<file path="config.mk">
export PLATFORM = sky130hd
export DESIGN_NAME = aes_shiftrows_stage
export DESIGN_NICKNAME = d
export VERILOG_FILES = /design/src/rtl/aes_shiftrows_stage.sv
export SDC_FILE = /design/constraint.sdc
export NUM_CORES = 1
export LEC_CHECK = 0
export ABC_AREA = 1
export CAP_MARGIN = 20
export CORE_ASPECT_RATIO = 2
export CORE_UTILIZATION = 50
export CTS_CLUSTER_SIZE = 20
export DETAILED_ROUTE_END_ITERATION = 10
export DONT_BUFFER_PORTS = 1
export GPL_TIMING_DRIVEN = 0
export SLEW_MARGIN = 40
export SYNTH_ARGS = -nofsm -noshare
export SYNTH_HDL_FRONTEND = slang
export SYNTH_SLANG_ARGS = --single-unit
</file>
<file path="constraint.sdc">
create_clock -name clk -period 22.4 [get_ports clk]
set_input_delay 4.48 -clock clk [delete_from_list [all_inputs] [get_ports clk]]
set_output_delay 4.48 -clock clk [all_outputs]
set_load 0.03 [all_outputs]
</file>
<file path="src/rtl/aes_shiftrows_stage.sv">
// Registered ShiftRows/InvShiftRows stage feeding MixColumn.
// The permuted state and its dec/last tags are buffered in a small FIFO ahead of the handshake.
module aes_shiftrows_stage #(
  parameter int unsigned DEPTH = 2,
  parameter int unsigned CW    = 2
) (
  input  logic          clk,
  input  logic          rst,
  input  logic          flush,
  input  logic          in_valid,
  output logic          in_ready,
  input  logic [127:0]  in_state,
  input  logic          in_dec,
  input  logic          in_last,
  output logic          out_valid,
  input  logic          out_ready,
  output logic [127:0]  out_state,
  output logic          out_dec,
  output logic          mix_bypass,
  output logic [CW:0]   occupancy
);

  // Storage is sized to the full pointer range so every CW-bit index is in bounds;
  // pointers still wrap at DEPTH, so only the first DEPTH slots are ever used.
  localparam int unsigned SLOTS = 1 << CW;

  logic [127:0]  mem_state [SLOTS];
  logic          mem_dec   [SLOTS];
  logic          mem_last  [SLOTS];

  logic [CW-1:0] wr_ptr;
  logic [CW-1:0] rd_ptr;
  logic [CW:0]   count;
  logic [127:0]  perm_state;
  logic          push;
  logic          pop;

  function automatic logic [CW-1:0] next_ptr(input logic [CW-1:0] p);
    return (p == CW'(DEPTH - 1)) ? '0 : p + 1'b1;
  endfunction

  function automatic int unsigned src_col(input int unsigned c, input int unsigned r,
                                          input logic dec);
    return dec ? ((c + 4 - r) % 4) : ((c + r) % 4);
  endfunction

  // Byte A[k] sits at bits [127-8k -: 8]; row r, column c is A[4c+r].
  always_comb begin
    perm_state = '0;
    for (int unsigned c = 0; c < 4; c++) begin
      for (int unsigned r = 0; r < 4; r++) begin
        perm_state[8*(15 - (4*c + r)) +: 8] =
          in_state[8*(15 - (4*src_col(c, r, in_dec) + r)) +: 8];
      end
    end
  end

  assign in_ready  = (count != (CW+1)'(DEPTH));
  assign out_valid = (count != '0);
  assign push      = in_valid & in_ready;
  assign pop       = out_valid & out_ready;
  assign occupancy = count;

  assign out_state  = out_valid ? mem_state[rd_ptr] : '0;
  assign out_dec    = out_valid ? mem_dec[rd_ptr]   : 1'b0;
  assign mix_bypass = out_valid ? mem_last[rd_ptr]  : 1'b0;

  always_ff @(posedge clk) begin
    if (push && !flush) begin
      mem_state[wr_ptr] <= perm_state;
      mem_dec[wr_ptr]   <= in_dec;
      mem_last[wr_ptr]  <= in_last;
    end
  end

  always_ff @(posedge clk or posedge rst) begin
    if (rst) begin
      wr_ptr <= '0;
      rd_ptr <= '0;
      count  <= '0;
    end else if (flush) begin
      wr_ptr <= '0;
      rd_ptr <= '0;
      count  <= '0;
    end else begin
      if (push) wr_ptr <= next_ptr(wr_ptr);
      if (pop)  rd_ptr <= next_ptr(rd_ptr);
      case ({push, pop})
        2'b10:   count <= count + 1'b1;
        2'b01:   count <= count - 1'b1;
        default: count <= count;
      endcase
    end
  end

endmodule
</file>
==> results of run 1 <==
area by class of cell:
class	count	area (um^2)
buffer	114	603
tap	540	676
clock buffer	52	1150
multi-input combinational	1074	4700
timing repair buffer	68	722
inverter	45	171
fill	3392	17700
clock inverter	23	228
sequential	527	15800
kinds of logic after synthesis:
family,count (synthesis),share of synthesized area [%]
simple gates,613,10.9
flops,527,74.5
compound gates,459,10.8
buf+inv,159,3.65
xor+xnor,1,0.0413
fa+ha+maj,1,0.0944
routing by layer:
| layer | track usage [%] | vias up | routed length [um] |
|---|---|---|---|
| met5 | 0 | - | 0 |
| met4 | 11.3 | 0 | 2420 |
| met3 | 6.85 | 106 | 5480 |
| met2 | 46.8 | 630 | 29900 |
| met1 | 34.0 | 6756 | 22100 |
| li1 | - | 6407 | - |
placed cells by master, fill, tap and decap left out, drive strengths merged:
cell	Yosys	final
buf	77	145
inv	45	45
nor3	2	2
xnor2	1	1
fa	1	1
o21ai	294	294
edfxtp	520	520
a21oi	165	165
nand2	48	48
clkinv	0	17
nand3	6	6
bufinv	0	5
clkbuf	37	89
clkinvlp	0	1
dfrtp	7	7
nor2	557	557
report_power, final:
part / internal (mW) / leakage (nW) / switching, mW
combinational: 0.184 / 2.89 / 0.852
clock: 0.422 / 0.665 / 0.331
sequential: 1.14 / 4.81 / 0.0176
total: 1.74 / 8.37 / 1.20
registers in the layout (all words and copies together), names as in the netlist:
name	cells
mem_state	512
mem_dec	4
mem_last	4
occupancy	3
rd_ptr	2
wr_ptr	2
critical path: stages, from the launching register on:
cell and delay [ns]:
sky130_fd_sc_hd__dfrtp_1 0.58, sky130_fd_sc_hd__inv_1 0.17, sky130_fd_sc_hd__nand2_1 0.33, sky130_fd_sc_hd__inv_1 0.26, sky130_fd_sc_hd__buf_2 0.32, sky130_fd_sc_hd__buf_4 0.25, sky130_fd_sc_hd__a21oi_1 0.69
final timing paths:
check                           cells past startpoint  slack (ns)                    endpoint
worst max-delay path                                6       14.75               out_state[55]
worst min-delay path                                2        0.63       wr_ptr[0]$_DFFE_PP0P_
worst max register to register                     12       19.07  mem_state[1][76]$_DFFE_PP_
worst min register to register                      2        0.63       wr_ptr[0]$_DFFE_PP0P_
max in group asynchronous                           1       18.42    occupancy[1]$_DFFE_PP0P_
min in group asynchronous                           1        3.75       rd_ptr[0]$_DFFE_PP0P_
stage by stage:
stage	cell area [um^2]	setup slack, ns	instances
after global routing	24000	14.68	2443
after CTS	24000	14.70	2443
after detailed placement	22700	15.31	2368
after floorplan	21200	8.13	1760
after global placement	21900	0.228	2300
final	24000	14.75	2443
==> results.txt, run 1 <==
When the netlist entered floorplanning its net count stood at 1896. The number of design-rule violations left by the first detailed-router iteration came out at around 1100. Across the VDD grid, the largest voltage drop is about 0.000082 V. The type of element launching the critical path is a flop.

The die is 293 um tall. The biggest area contributor in the post-synthesis netlist is sky130_fd_sc_hd__edfxtp_1. The tree is rooted in a sky130_fd_sc_hd__clkbuf_16. Among all flip-flop cells after synthesis, the most frequent one is sky130_fd_sc_hd__edfxtp_1. The total count of hold-check failures in the final report came out at 0. Row generation in the floorplan step produced between 100 and 150 rows.

The per-cell via count in the routed design came out at 5.69. Setup repair after global routing left no endpoint under its margin. The longest clock path from root to sink contains 3 buffers. In the post-synthesis netlist, the biggest area contributors are sky130_fd_sc_hd__edfxtp_1, sky130_fd_sc_hd__nor2_1, sky130_fd_sc_hd__o21ai_1. The transition time at the pin with the least slew margin came out at 0.915 ns. Of all nets on the critical path, the largest fanout is 10.

The total clock buffers created by CTS came out at 43. The number of instances in the synthesized netlist is between 1500 and 2000. The beginning of the critical path is occupancy[0]$_DFFE_PP0P_. The final sum of negative setup slack is 0 ns.

The total of endpoints with negative setup slack in the final report is 0. The total overflow left after global routing is 0. The initial antenna violation count came out at 0.

The worst setup path is captured at an output pin. The type of the most critical hold path is reg2reg. Counting I/O delays and the setup requirement, the final critical path takes 7.65 ns. The leakage power came out at 8.37 nW.

The run finished with clean final reports. Global routing consumed, over all layers together, between 20 and 30% of the routing resources. The count of nets after finishing is 2009. The CTS sink count is 527. 0 antenna diodes ended up in the layout. In the post-synthesis netlist, the cell with the most instances is sky130_fd_sc_hd__nor2_1.

Overall power consumption after layout is estimated at 2.95 mW. The final routed DRC violation total came out at 0. In this run the tightest slew margin relative to its limit is between 30% and 40%.

Dividing total power by cell area gives a power density of 122 mW/mm^2. The netlist area before placement came out at between 0.02 and 0.025 mm^2. By count the netlist is led by sky130_fd_sc_hd__nor2_1, sky130_fd_sc_hd__edfxtp_1, sky130_fd_sc_hd__o21ai_1.

The required time reported for the critical path endpoint is 17.92 ns. In this run the biggest area consumer among cell types represents around 74% of the synthesized area. The total count of max-transition violations in the final report came out at 0.

The data arrival time of the worst path is 3.17 ns. The H-tree depth came out at 2. After synthesis, the share of flip-flops with an asynchronous set or reset is around 1.3%.

The first-pass detailed-route iteration total is 5. In this run the critical register-to-register path is launched from occupancy[0]$_DFFE_PP0P_. The final weighted congestion of routability-driven global placement came out at 0.885.

The fraction of final layout cells sized beyond drive strength 1 is 11.8%. The final clock period utilization by the worst path is 34.1%. The number of gates given a new drive strength after cts came out at 0. The placeable core region is 0.0418 mm^2. The synthesis-to-layout area growth came out at 13.4%.

For this design, the CTS-stage hold fixing added 0 buffers. Final hold analysis gives a worst-case slack of 0.627 ns. The critical path is of the reg2out type.

The starting density of the core came out at 50.8%. The number of top-level pins came out at between 200 and 300. The post-CTS setup buffer count came out at 0. The die span in x came out at 148 um.

The synthesized design contains 527 register bits. The max-cap violation count came out at 0. The pin count of the biggest net entering global routing is 18. The number of enable flip-flop cells after synthesis came out at 520. The fraction of the core area covered by cells at the end of the flow came out at 57.6%. The worst hold path begins at wr_ptr[0]$_DFFE_PP0P_.

Of the synthesized area, sequential elements account for 74.5%. A synthesized cell averages 12.0 um^2. Counting distinct cell types in the post-synthesis netlist gives 21. The routed design has 59900 um of wire.

The Yosys step of the flow raised 0 warnings. The die covers between 0.04 and 0.05 mm^2. The via count of the first global-routing pass was ~13000. The first global-routing pass estimated 86900 um of wire.

The CTS tree is yes. The highest clock frequency the design can meet is 131 MHz. The detailed placement HPWL came out at 42200 um. The residual antenna-violating net count after detailed routing came out at 0. The average wire length per cell after detail routing came out at 24.5 um.

The clock-pin slew on the worst setup and hold paths came out at around 0.070 ns. The routed layout has ~14000 vias. The count of port buffers added during placement came out at 0. The later-pin clock latency in the skew report is approximately 0.55 ns.

For the final database, setup skew stands at 0.0117 ns.
No activity file was read; power rests on OpenSTA's default activity.
==> inputs of run 2 (changes only) <==
ABC_AREA = 0   (was 1)
clock period = 7.5 ns   (was 22.4 ns; I/O delays follow)
==> results.txt, run 2 <==
The total clock buffers created by CTS is 46. The most frequent standard cell in the layout excluding fill and tap cells is sky130_fd_sc_hd__edfxtp_1. The data arrival time of the worst path came out at 2.78 ns. The post-CTS setup buffer count came out at 0.

The number of cells on the worst reg-to-reg path came out at 10. The highest clock frequency the design can meet came out at ~230 MHz. The number of storage elements in the synthesis netlist is 527. Dividing the detail-routed via count by the number of cells gives 5.82. The number of gates given a new drive strength after cts came out at 0. The startpoint of the tightest hold check path is wr_ptr[0]$_DFFE_PP0P_. Among all cell types in the netlist, the one instantiated most often is sky130_fd_sc_hd__edfxtp_1.

The later-pin clock latency in the skew report is roughly 0.55 ns. By area the synthesized netlist is led by sky130_fd_sc_hd__edfxtp_1, sky130_fd_sc_hd__mux4_2, sky130_fd_sc_hd__and2_1. In this run the worst setup path begins at occupancy[1]$_DFFE_PP0P_.

The met2 wire length is 25000 um. The max-cap violation count is 0. Once layout is complete, the utilization of the core stands at 58.0%. The final weighted congestion of routability-driven global placement came out at 0.748.

The first routing iteration left 555 violations. The detailed placement HPWL is 33700 um. The largest registers in the layout are mem_state: 512 flops, mem_dec: 4 flops, mem_last: 4 flops. The most numerous cell type found on the critical path is sky130_fd_sc_hd__buf_6. The count of cell types in the netlist is 39. The type of the worst setup path is reg2out. The number of enable flip-flop cells after synthesis came out at 520. Setup slack on the worst reg-to-reg path comes out at 3.86 ns.

The first global-routing pass estimated 68400 um of wire. The total count of hold-check failures in the final report was 0. The type of the most critical hold path is reg2reg. The number of instances in the synthesized netlist came out at 955. The clock-pin slew on the worst setup and hold paths is ~0.060 ns. The antenna diode count came out at 0. The floorplan step defined a die boundary enclosing between 0.04 and 0.05 mm^2.

The count of nets after finishing came out at 1231. The final routed DRC violation total is 0. The transition time at the pin with the least slew margin came out at 0.782 ns. Counting flops per register, the top entry is mem_state. The dominant synthesized flop cell is sky130_fd_sc_hd__edfxtp_1. Once the floorplan was initialized, standard cells occupied 50.8% of the core. The via count of the first global-routing pass came to roughly 11000. The largest individual stage delay along the critical path comes from the cell sky130_fd_sc_hd__dfrtp_1. After synthesis, the share of flip-flops with an asynchronous set or reset is around 1.3%. The critical path goes through buf_6 -> or3_1 -> buf_2 -> buf_6 -> clkbuf_1 -> and2_1. The total count of max-transition violations in the final report is 0. Cells with a size suffix above 1 make up 35.7% of the layout.

The met3 wirelength from detailed routing came out at 3280 um. Clock tree synthesis selected as its root buffer the cell sky130_fd_sc_hd__clkbuf_16. The setup slack after layout came out at 3.22 ns. The post-detailed-routing wire length came out at 46300 um. Prior to clock tree synthesis, the placed netlist has a worst setup slack of approximately 3.5 ns. After detailed routing, the average wire length per cell comes to 27.8 um. IR analysis of the VDD net gives a maximum drop of 0.000239 V. The kind of cell with the highest combined delay along the critical path is buffers and inverters. The maximum clock skew at final layout came out at 0.0189 ns. The delay of the slowest cell on the worst path came out at between 0.5 and 0.6 ns.

The total via count in the routed design is 9689. The detailed router used layers up to and including met5. The worst setup path is launched from a flop. The final clock period utilization by the worst path is 57.1%.

The maximum clock insertion buffer count came out at 3. The post-route minimum period came out at roughly 4.3 ns. On the final layout, the worst hold slack is 0.588 ns. Along the worst hold path, the cell count comes to 1.

Ranked by instance count, the synthesized netlist is headed by sky130_fd_sc_hd__edfxtp_1, sky130_fd_sc_hd__and2_1, sky130_fd_sc_hd__mux4_2. STA classifies the critical path endpoint as an output pin. In the layout the commonest cells are sky130_fd_sc_hd__edfxtp_1, sky130_fd_sc_hd__and2_1, sky130_fd_sc_hd__mux4_2, sky130_fd_sc_hd__buf_4, sky130_fd_sc_hd__mux2_2. The number of top-level pins is 270. The beginning of the worst register-to-register path is occupancy[1]$_DFFE_PP0P_. Counting both buffers and inverters, the worst setup path holds a total of 4. The sequential fraction of the synthesis area came out at 75.5%. The biggest area contributor in the post-synthesis netlist is sky130_fd_sc_hd__edfxtp_1. The per-instance average area after synthesis is about 22 um^2. In this run the critical register-to-register path is captured at mem_state[0][109]$_DFFE_PP_. TritonCTS built the clock tree. The floorplan step set the die width to 147 um.

The final sum of negative setup slack is 0 ns. The peak fanout along the critical path came out at 10. The quantity of hold-fixing buffers added after cts came out at 0. Dividing total power by cell area gives a power density of 331 mW/mm^2. The portion of synthesized cell area occupied by the leading cell type is 74.7%. The netlist area before placement is 0.0209 mm^2. The analysis attributes to cell leakage a power of 7.70 nW.

The post-layout total power came out at 7.90 mW. The required time reported for the critical path endpoint is 6.00 ns. The initial antenna violation count is 2. The clock drives 527 sinks.

The run finished with clean final reports. Setup repair after global routing left no endpoint under its margin. The H-tree depth is 2. The count of port buffers added during placement is 0. In the final routing, the length of wire on met1 measures 16500 um. The synthesis-to-layout area growth came out at 14.1%. The endpoint with the worst hold slack is wr_ptr[1]$_DFFE_PP0P_. The flip-flop count of the largest register, all copies and words added came out at 512. Setup violations remaining at the end of the flow were counted as 0.

The region available for standard cell placement spans 0.0411 mm^2. The count of nets left with antenna violations once routing finished came out at 0. The total number of yosys warnings came out at 0. The worst relative slew slack came out at 47.8%. The row count is approximately 110.

The die outline height is around 290 um. The pin count of the biggest net entering global routing came out at 18. The total congestion overflow after global routing is 0.

The synthesized net count came out at ~1100. The first-pass detailed-route iteration total is 5. The overall routing resource usage came out at 22.3%.
[run 2: worst register-to-register path: stages, from the launching register on]
cell	delay (ns)
sky130_fd_sc_hd__dfrtp_1	0.53
sky130_fd_sc_hd__buf_6	0.21
sky130_fd_sc_hd__or3b_1	0.17
sky130_fd_sc_hd__clkbuf_1	0.46
sky130_fd_sc_hd__nand2_1	0.33
sky130_fd_sc_hd__nor4_4	0.55
sky130_fd_sc_hd__buf_4	0.31
sky130_fd_sc_hd__buf_4	0.22
sky130_fd_sc_hd__buf_4	0.20
sky130_fd_sc_hd__buf_6	0.16
sky130_fd_sc_hd__buf_4	0.20
[run 2: layer usage]
metal | global-route usage (%) | up-vias
met1 | 24.9 | 5138
met5 | 0 | -
met3 | 6.25 | 78
met2 | 40.2 | 306
met4 | 7.80 | 4
li1 | - | 4163
[run 2: kinds of logic (layout without fill, tap and decap cells)]
kind of cell	Yosys count	after routing	share of synthesized area [%]
buffers and inverters	62	237	1.72
AO/OA/AOI/OAI	14	14	0.479
adder cells (fa/ha/maj)	1	1	0.0958
multiplexers	196	196	17.6
flip-flops	527	527	75.5
XOR/XNOR	1	1	0.0419
AND/OR/NAND/NOR	154	154	4.57
[run 2: final cells by class]
| class | count | area (um^2) |
|---|---|---|
| fill | 3079 | 17300 |
| clock inverter | 26 | 256 |
| inverter | 5 | 18.8 |
| buffer | 57 | 343 |
| clock buffer | 57 | 1310 |
| tap | 535 | 669 |
| timing repair buffer | 92 | 683 |
| multi-input combinational | 366 | 4790 |
| sequential | 527 | 15800 |
[run 2: through the flow]
stage / area [um^2] / std cells
6_report: 23900 / 1665
5_1_grt: 23900 / 1665
4_1_cts: 23900 / 1665
3_5_place_dp: 22300 / 1582
3_3_place_gp: 21600 / 1490
2_1_floorplan: 20900 / 955
[run 2: power breakdown]
part	switching [mW]	internal, mW
Sequential	0.0428	3.37
Clock	1.02	1.41
Combinational	1.42	0.633
Total	2.49	5.41
[run 2: how the worst max path moves through the flow]
stage	endpoint	depth (start not counted)
after CTS	out_state[87]	6
after global routing	out_state[87]	6
after global placement	mem_state[3][74]$_DFFE_PP_	3
final	out_state[87]	6
after detailed placement	mem_state[3][74]$_DFFE_PP_	8
after floorplan	mem_dec[2]$_DFFE_PP_	3
